--- src/rtl/puf_challenge_sequencer.sv ---
// ----------------------------------------------------------------------------
// puf_challenge_sequencer
//
// Purpose:
//   Runs a serial PUF through NUM_CHALLENGES challenges. It seeds the external
//   8-bit challenge LFSR, presents each LFSR value to the PUF core with a
//   one-cycle trigger, and waits for the response (bounded by TIMEOUT cycles).
//   It then emits a {challenge, response} record on a valid/ready stream and
//   steps the LFSR. Every output is driven from a register.
//
// Parameters:
//   NUM_CHALLENGES  challenges per run (1..256; 256 ends when count wraps to 0)
//   TIMEOUT         maximum WAIT_RESP cycles before a forced record (1..255)
//
// Optional feature (compile-time macro RESP_SIGNATURE_EN):
//   defined   : resp_sig shifts in each accepted out_response; it is cleared
//               on an accepted start and holds after the run ends.
//   undefined : resp_sig is tied to 16'h0000 and no shift register exists.
//
// Ports:
//   clock, reset     rising-edge clock; asynchronous active-high reset
//   start, seed      begin a run (accepted in IDLE only) with the given seed
//   abort            synchronous return to IDLE from any state, beats start
//   lfsr_seed        seed presented to the LFSR (8'h00 replaced by 8'h01)
//   lfsr_load        one-cycle LFSR load pulse
//   lfsr_increment   one-cycle LFSR step pulse
//   lfsr_state       current LFSR value
//   puf_challenge    challenge held stable to the PUF core
//   puf_trigger      one-cycle PUF evaluate pulse
//   puf_ready        PUF response valid (level or pulse)
//   puf_response     PUF response bit
//   out_valid/ready  record stream handshake
//   out_challenge    record challenge
//   out_response     record response bit
//   out_timeout      record was forced by the response timeout
//   busy             run in progress (every state except IDLE and DONE)
//   done             one-cycle pulse at normal run end
//   count            records accepted this run
//   err_timeout      sticky: a timeout happened this run
//   resp_sig         response signature (see optional feature)
// ----------------------------------------------------------------------------
module puf_challenge_sequencer #(
    parameter int NUM_CHALLENGES = 16,
    parameter int TIMEOUT        = 255
) (
    input  logic        clock,
    input  logic        reset,
    input  logic        start,
    input  logic        abort,
    input  logic [7:0]  seed,
    output logic [7:0]  lfsr_seed,
    output logic        lfsr_load,
    output logic        lfsr_increment,
    input  logic [7:0]  lfsr_state,
    output logic [7:0]  puf_challenge,
    output logic        puf_trigger,
    input  logic        puf_ready,
    input  logic        puf_response,
    output logic        out_valid,
    input  logic        out_ready,
    output logic [7:0]  out_challenge,
    output logic        out_response,
    output logic        out_timeout,
    output logic        busy,
    output logic        done,
    output logic [7:0]  count,
    output logic        err_timeout,
    output logic [15:0] resp_sig
);

    typedef enum logic [2:0] {
        S_IDLE,
        S_LOAD,
        S_SETTLE,
        S_TRIGGER,
        S_WAIT_RESP,
        S_EMIT,
        S_STEP,
        S_DONE
    } state_t;

    // Truncation is intended: NUM_CHALLENGES=256 maps to 0, matching the
    // 8-bit count wrapping on the final handshake.
    localparam logic [7:0] LP_LAST_COUNT = 8'(NUM_CHALLENGES);
    localparam logic [7:0] LP_TMO_LAST   = 8'(TIMEOUT - 1);

    state_t     r_state;
    state_t     w_next_state;

    logic [7:0] r_seed,      w_seed;
    logic [7:0] r_puf_chal,  w_puf_chal;
    logic [7:0] r_timer,     w_timer;
    logic [7:0] r_out_chal,  w_out_chal;
    logic       r_out_resp,  w_out_resp;
    logic       r_out_to,    w_out_to;
    logic [7:0] r_count,     w_count;
    logic       r_err_to,    w_err_to;
    logic       r_lfsr_load;
    logic       r_lfsr_inc;
    logic       r_puf_trig;
    logic       r_out_valid;
    logic       r_busy;
    logic       r_done;
    logic       w_handshake;

    // out_valid is high exactly while in EMIT, so the state stands in for it.
    assign w_handshake = (r_state == S_EMIT) && out_ready && !abort;

    // ------------------------------------------------------------------------
    // State register
    // ------------------------------------------------------------------------
    // NOTE: sequential state uses non-blocking assignments so every register
    // samples pre-edge values regardless of block ordering.
    always_ff @(posedge clock or posedge reset) begin
        if (reset) begin
            r_state <= S_IDLE;
        end else begin
            r_state <= w_next_state;
        end
    end

    // ------------------------------------------------------------------------
    // Next-state and next-register-value logic
    // ------------------------------------------------------------------------
    // NOTE: every variable gets a default before the case so no path leaves
    // one unassigned, which would otherwise infer a latch.
    always_comb begin
        w_next_state = r_state;
        w_seed       = r_seed;
        w_puf_chal   = r_puf_chal;
        w_timer      = r_timer;
        w_out_chal   = r_out_chal;
        w_out_resp   = r_out_resp;
        w_out_to     = r_out_to;
        w_count      = r_count;
        w_err_to     = r_err_to;

        if (abort) begin
            // Abort wins over everything, including a start or a handshake
            // in the same cycle; count and err_timeout are left as they are.
            w_next_state = S_IDLE;
        end else begin
            unique case (r_state)
                S_IDLE: begin
                    if (start) begin
                        // The LFSR locks up at zero, so a zero seed is bumped.
                        w_seed       = (seed == 8'h00) ? 8'h01 : seed;
                        w_count      = 8'h00;
                        w_err_to     = 1'b0;
                        w_next_state = S_LOAD;
                    end
                end
                S_LOAD: begin
                    w_next_state = S_SETTLE;
                end
                S_SETTLE: begin
                    // Capture on the edge into TRIGGER so the challenge is
                    // already stable in the cycle the trigger pulse is high.
                    w_puf_chal   = lfsr_state;
                    w_next_state = S_TRIGGER;
                end
                S_TRIGGER: begin
                    w_timer      = 8'h00;
                    w_next_state = S_WAIT_RESP;
                end
                S_WAIT_RESP: begin
                    if (puf_ready) begin
                        // A response in the final timer cycle still counts.
                        w_out_chal   = r_puf_chal;
                        w_out_resp   = puf_response;
                        w_out_to     = 1'b0;
                        w_next_state = S_EMIT;
                    end else if (r_timer == LP_TMO_LAST) begin
                        w_out_chal   = r_puf_chal;
                        w_out_resp   = 1'b0;
                        w_out_to     = 1'b1;
                        w_err_to     = 1'b1;
                        w_next_state = S_EMIT;
                    end else begin
                        w_timer = r_timer + 8'd1;
                    end
                end
                S_EMIT: begin
                    if (out_ready) begin
                        w_count      = r_count + 8'd1;
                        w_next_state = ((r_count + 8'd1) == LP_LAST_COUNT) ? S_DONE : S_STEP;
                    end
                end
                S_STEP: begin
                    w_next_state = S_SETTLE;
                end
                S_DONE: begin
                    w_next_state = S_IDLE;
                end
                default: begin
                    w_next_state = S_IDLE;
                end
            endcase
        end
    end

    // ------------------------------------------------------------------------
    // Registered datapath and outputs. Pulse and status outputs are decoded
    // from the next state so they line up with the state they belong to.
    // ------------------------------------------------------------------------
    always_ff @(posedge clock or posedge reset) begin
        if (reset) begin
            r_seed      <= 8'h00;
            r_puf_chal  <= 8'h00;
            r_timer     <= 8'h00;
            r_out_chal  <= 8'h00;
            r_out_resp  <= 1'b0;
            r_out_to    <= 1'b0;
            r_count     <= 8'h00;
            r_err_to    <= 1'b0;
            r_lfsr_load <= 1'b0;
            r_lfsr_inc  <= 1'b0;
            r_puf_trig  <= 1'b0;
            r_out_valid <= 1'b0;
            r_busy      <= 1'b0;
            r_done      <= 1'b0;
        end else begin
            r_seed      <= w_seed;
            r_puf_chal  <= w_puf_chal;
            r_timer     <= w_timer;
            r_out_chal  <= w_out_chal;
            r_out_resp  <= w_out_resp;
            r_out_to    <= w_out_to;
            r_count     <= w_count;
            r_err_to    <= w_err_to;
            r_lfsr_load <= (w_next_state == S_LOAD);
            r_lfsr_inc  <= (w_next_state == S_STEP);
            r_puf_trig  <= (w_next_state == S_TRIGGER);
            r_out_valid <= (w_next_state == S_EMIT);
            r_busy      <= (w_next_state != S_IDLE) && (w_next_state != S_DONE);
            r_done      <= (w_next_state == S_DONE);
        end
    end

`ifdef RESP_SIGNATURE_EN
    logic [15:0] r_resp_sig;

    always_ff @(posedge clock or posedge reset) begin
        if (reset) begin
            r_resp_sig <= 16'h0000;
        end else if ((r_state == S_IDLE) && start && !abort) begin
            r_resp_sig <= 16'h0000;
        end else if (w_handshake) begin
            r_resp_sig <= {r_resp_sig[14:0], r_out_resp};
        end
    end

    assign resp_sig = r_resp_sig;
`else
    assign resp_sig = 16'h0000;
`endif

    assign lfsr_seed      = r_seed;
    assign lfsr_load      = r_lfsr_load;
    assign lfsr_increment = r_lfsr_inc;
    assign puf_challenge  = r_puf_chal;
    assign puf_trigger    = r_puf_trig;
    assign out_valid      = r_out_valid;
    assign out_challenge  = r_out_chal;
    assign out_response   = r_out_resp;
    assign out_timeout    = r_out_to;
    assign busy           = r_busy;
    assign done           = r_done;
    assign count          = r_count;
    assign err_timeout    = r_err_to;

endmodule

--- config.mk ---
export PLATFORM = sky130hd
export DESIGN_NAME = puf_challenge_sequencer
export DESIGN_NICKNAME = d
export VERILOG_FILES = /design/src/rtl/puf_challenge_sequencer.sv
export SDC_FILE = /design/constraint.sdc
export NUM_CORES = 1
export LEC_CHECK = 0
export BUFFER_PORTS_ARGS = -buffer_cell sky130_fd_sc_hd__clkbuf_2
export CAP_MARGIN = 20
export CORE_MARGIN = 2
export CORE_UTILIZATION = 28
export DETAILED_ROUTE_END_ITERATION = 6
export PLACE_DENSITY_LB_ADDON = 0.25
export SYNTH_ARGS = -nofsm -noshare
export SYNTH_HDL_FRONTEND = slang
export SYNTH_SLANG_ARGS = --single-unit
--- constraint.sdc ---
create_clock -name clock -period 2 [get_ports clock]
set_input_delay 0.3 -clock clock [delete_from_list [all_inputs] [get_ports clock]]
set_output_delay 0.3 -clock clock [all_outputs]
set_load 0.05 [all_outputs]
==> flow_summary.yaml <==
placement:
  gp_congestion: 0.796
  io_buffers: 63
  dp.cells: 445
  place_hpwl_mm: 4.37
sta:
  relSlewSlack_pct: 65.7
  finalCriticalPeriod_ps: 1840
  worst_pin_slew_ps: 506
  drv_slew: 0
  fmax_ghz: 0.543
  setup_viol: 0
  hold_viol_final: 0
  skew_ps: 10.9
  fin_setup_tns_ps: 0
  rsz0062_at_grt: "false"
  finalCritPeriodShare_pct: 92.1
hold_path:
  min_path_type: "in -> reg"
  min-delay-start: "lfsr_state[4]"
  whs_endpoint: "puf_challenge[4]$_DFFE_PP0P_"
  min_path_cells: 2
status:
  outcome: "finished clean"
route:
  drcViolationCount: 0
  wl_met1_mm: 2.90
  vias: 2076
  dr.max_layer_used: "met4"
  first_pass_iters: 4
  drt_iter0_drc: 55
  final_antenna_net_count: 0
  wl_per_cell_um: 13.1
  wl_met2_mm: 2.78
  dr_wl_met3_um: 253
  drt-total-wl_mm: 5.95
  vias_per_cell: 4.57
worst_setup_path:
  r2r-end: "out_valid$_DFF_PP0_"
  end_kind: "flop"
  start_kind: "flop"
  reg2reg_depth: 4
  required_ps: 2220
  regToRegSetupSlack_ps: 160
  arrival_ps: 2060
  critPathKind: "reg -> reg"
  crit_fanout: 13
  r2r-start: "r_state[0]$_DFF_PP0_"
grt:
  grt_pass1_vias: 1991
  grt_antenna_before_repair: 0
  grt_start_max_net_pins: 33
  grt.total_usage_pct: 12.0
  grt-ovfl-total: 0
  grt_first_pass_wirelength_mm: 10.0
power_and_ir_drop:
  power_uw: 3400
  power_density_mw_per_mm2: 1030
  ir_drop_mv: 0.468
  leakagePower_uw: 0.00156
cells_and_area:
  finalNonFillerCells: 454
  nets: 351
  layout_commonest_cell: "clkbuf_2"
  post_route_cells_drive_above_1_share_pct: 37.5
  antennaDiodeCount: 0
  syn_to_final_growth_pct: 23.9
  utilization_pct: 35.8
  n_fill_cell: 970
  final_cell_mix: "clkbuf_2, dfrtp_1, mux2_2"
synth:
  seq_area_frac_synth_pct: 48.7
  postSynthCellCount: 247
  synth_warnings: 0
  synth-edff-count: 0
  ys_types: 50
  ys.flop_type: "dfrtp_1"
  netlist_area_mm2: 0.00267
  syn_area_per_cell_um2: 10.8
  async_reset_ff_share_pct: 100
  ys_seq_elements: 52
cts:
  cts_setup_buffers: 0
  cts-root-buf: "clkbuf_8"
  clkLatencyLatePin_ps: 310
  clk_path_buf_depth: 2
  htreeDepth: 2
  clock-sinks: 52
  cts_tree: "built"
  numCtsBuffers: 5
  clk_pin_slew_worst_paths_ps: 110
floorplanning:
  core_area_mm2: 0.00924
  die_h_um: 102
  dieArea_mm2: 0.0103
  start_util_pct: 28.9
  fp.dieW_um: 102
  row_count: 35
  ios: 80
job:
  drv_cap: 0
==> where the power goes <==
group / leakage, uW / internal [uW] / switching (uW)
clock network: 0.0000548 / 378 / 375
logic: 0.000819 / 327 / 950
registers: 0.000682 / 1240 / 127
==> synthesized netlist by cell type (all sizes together) (2+ instances only) <==
cell    count  area (um2)
dfrtp      52        1300
buf        23         160
mux2       23         259
o21ai      19        98.8
nand2      17        63.8
a21oi       9        45.0
nor2        8        30.0
nor3        8        40.0
inv         7        26.3
nand2b      7        43.8
nand3       7        35.0
and3        4        25.0
ha          4        50.1
mux2i       4        40.0
nand4       4        25.0
nor4b       4        65.1
or2         4        25.0
nor3b       3        22.5
nor4        3        18.8
o31ai       3        22.5
xnor2       3        26.3
a31oi       2        12.5
clkbuf      2        7.51
nand3b      2        15.0
nand4b      2        17.5
nor2b       2        12.5
o41ai       2        17.5
==> registers in the layout (all words and copies together), names as in the netlist <==
name            count
lfsr_seed           8
count               8
lfsr_increment      1
out_timeout         1
r_state             3
done                1
err_timeout         1
r_timer             8
out_response        1
puf_challenge       8
puf_trigger         1
out_valid           1
lfsr_load           1
busy                1
out_challenge       8
==> logic make-up after synthesis <==
family                   share of synthesized area [%]
buffers and inverters                             7.26
AND/OR/NAND/NOR                                   19.1
XOR/XNOR                                          1.31
AO/OA/AOI/OAI                                     10.4
flip-flops                                        48.7
multiplexers                                      11.2
adder cells (fa/ha/maj)                           1.87
other                                            0.140
==> how the worst max path moves through the flow <==
| stage | startpoint | end | cells after the start |
|---|---|---|---|
| floorplan | count[0]$_DFFE_PP0P_ | count[6]$_DFFE_PP0P_ | 5 |
| global placement | r_state[0]$_DFF_PP0_ | out_valid$_DFF_PP0_ | 4 |
| detailed placement | r_state[0]$_DFF_PP0_ | out_valid$_DFF_PP0_ | 4 |
| CTS | r_state[0]$_DFF_PP0_ | out_valid$_DFF_PP0_ | 4 |
| global route | r_state[0]$_DFF_PP0_ | out_valid$_DFF_PP0_ | 4 |
| finish | r_state[0]$_DFF_PP0_ | out_valid$_DFF_PP0_ | 4 |
==> cell type report <==
type / count / area [um2] / share of cell area, %
flip-flops and latches: 52 / 1300 / 39.4
inverters: 7 / 26.3 / 0.795
well taps: 129 / 161 / 4.88
multi-input cells: 178 / 1230 / 37.2
clock inverters: 3 / 46.3 / 1.40
clock buffers: 5 / 68.8 / 2.08
repair buffers: 80 / 470 / 14.2
==> routing by layer <==
metal / GRT usage (%) / vias to the layer above
met1: 17.1 / 1010
li1: - / 1009
met4: 2.29 / 0
met5: 0 / -
met3: 2.48 / 4
met2: 19.2 / 53
==> critical path, stage by stage, from the launching register on <==
cell	delay, ps
dfrtp_1	530
or3b_2	550
nor3_1	240
o311ai_1	210
nor3b_1	220
==> metrics by stage <==
stage          instance area [um2]  hold WS, ps  worst slack [ps]
2_1_floorplan                 2730          386               151
3_3_place_gp                  3180          353               206
3_5_place_dp                  3180          349               133
4_1_cts                       3310          203              40.9
5_1_grt                       3310          207              2.69
6_report                      3310          219               158
==> repair_timing <==
action	CTS	global route
gates resized for setup	0	2
hold buffers	1	0
hold endpoints to repair	2	0
setup endpoints to repair	0	3
Power figures use the tool's default switching activity.
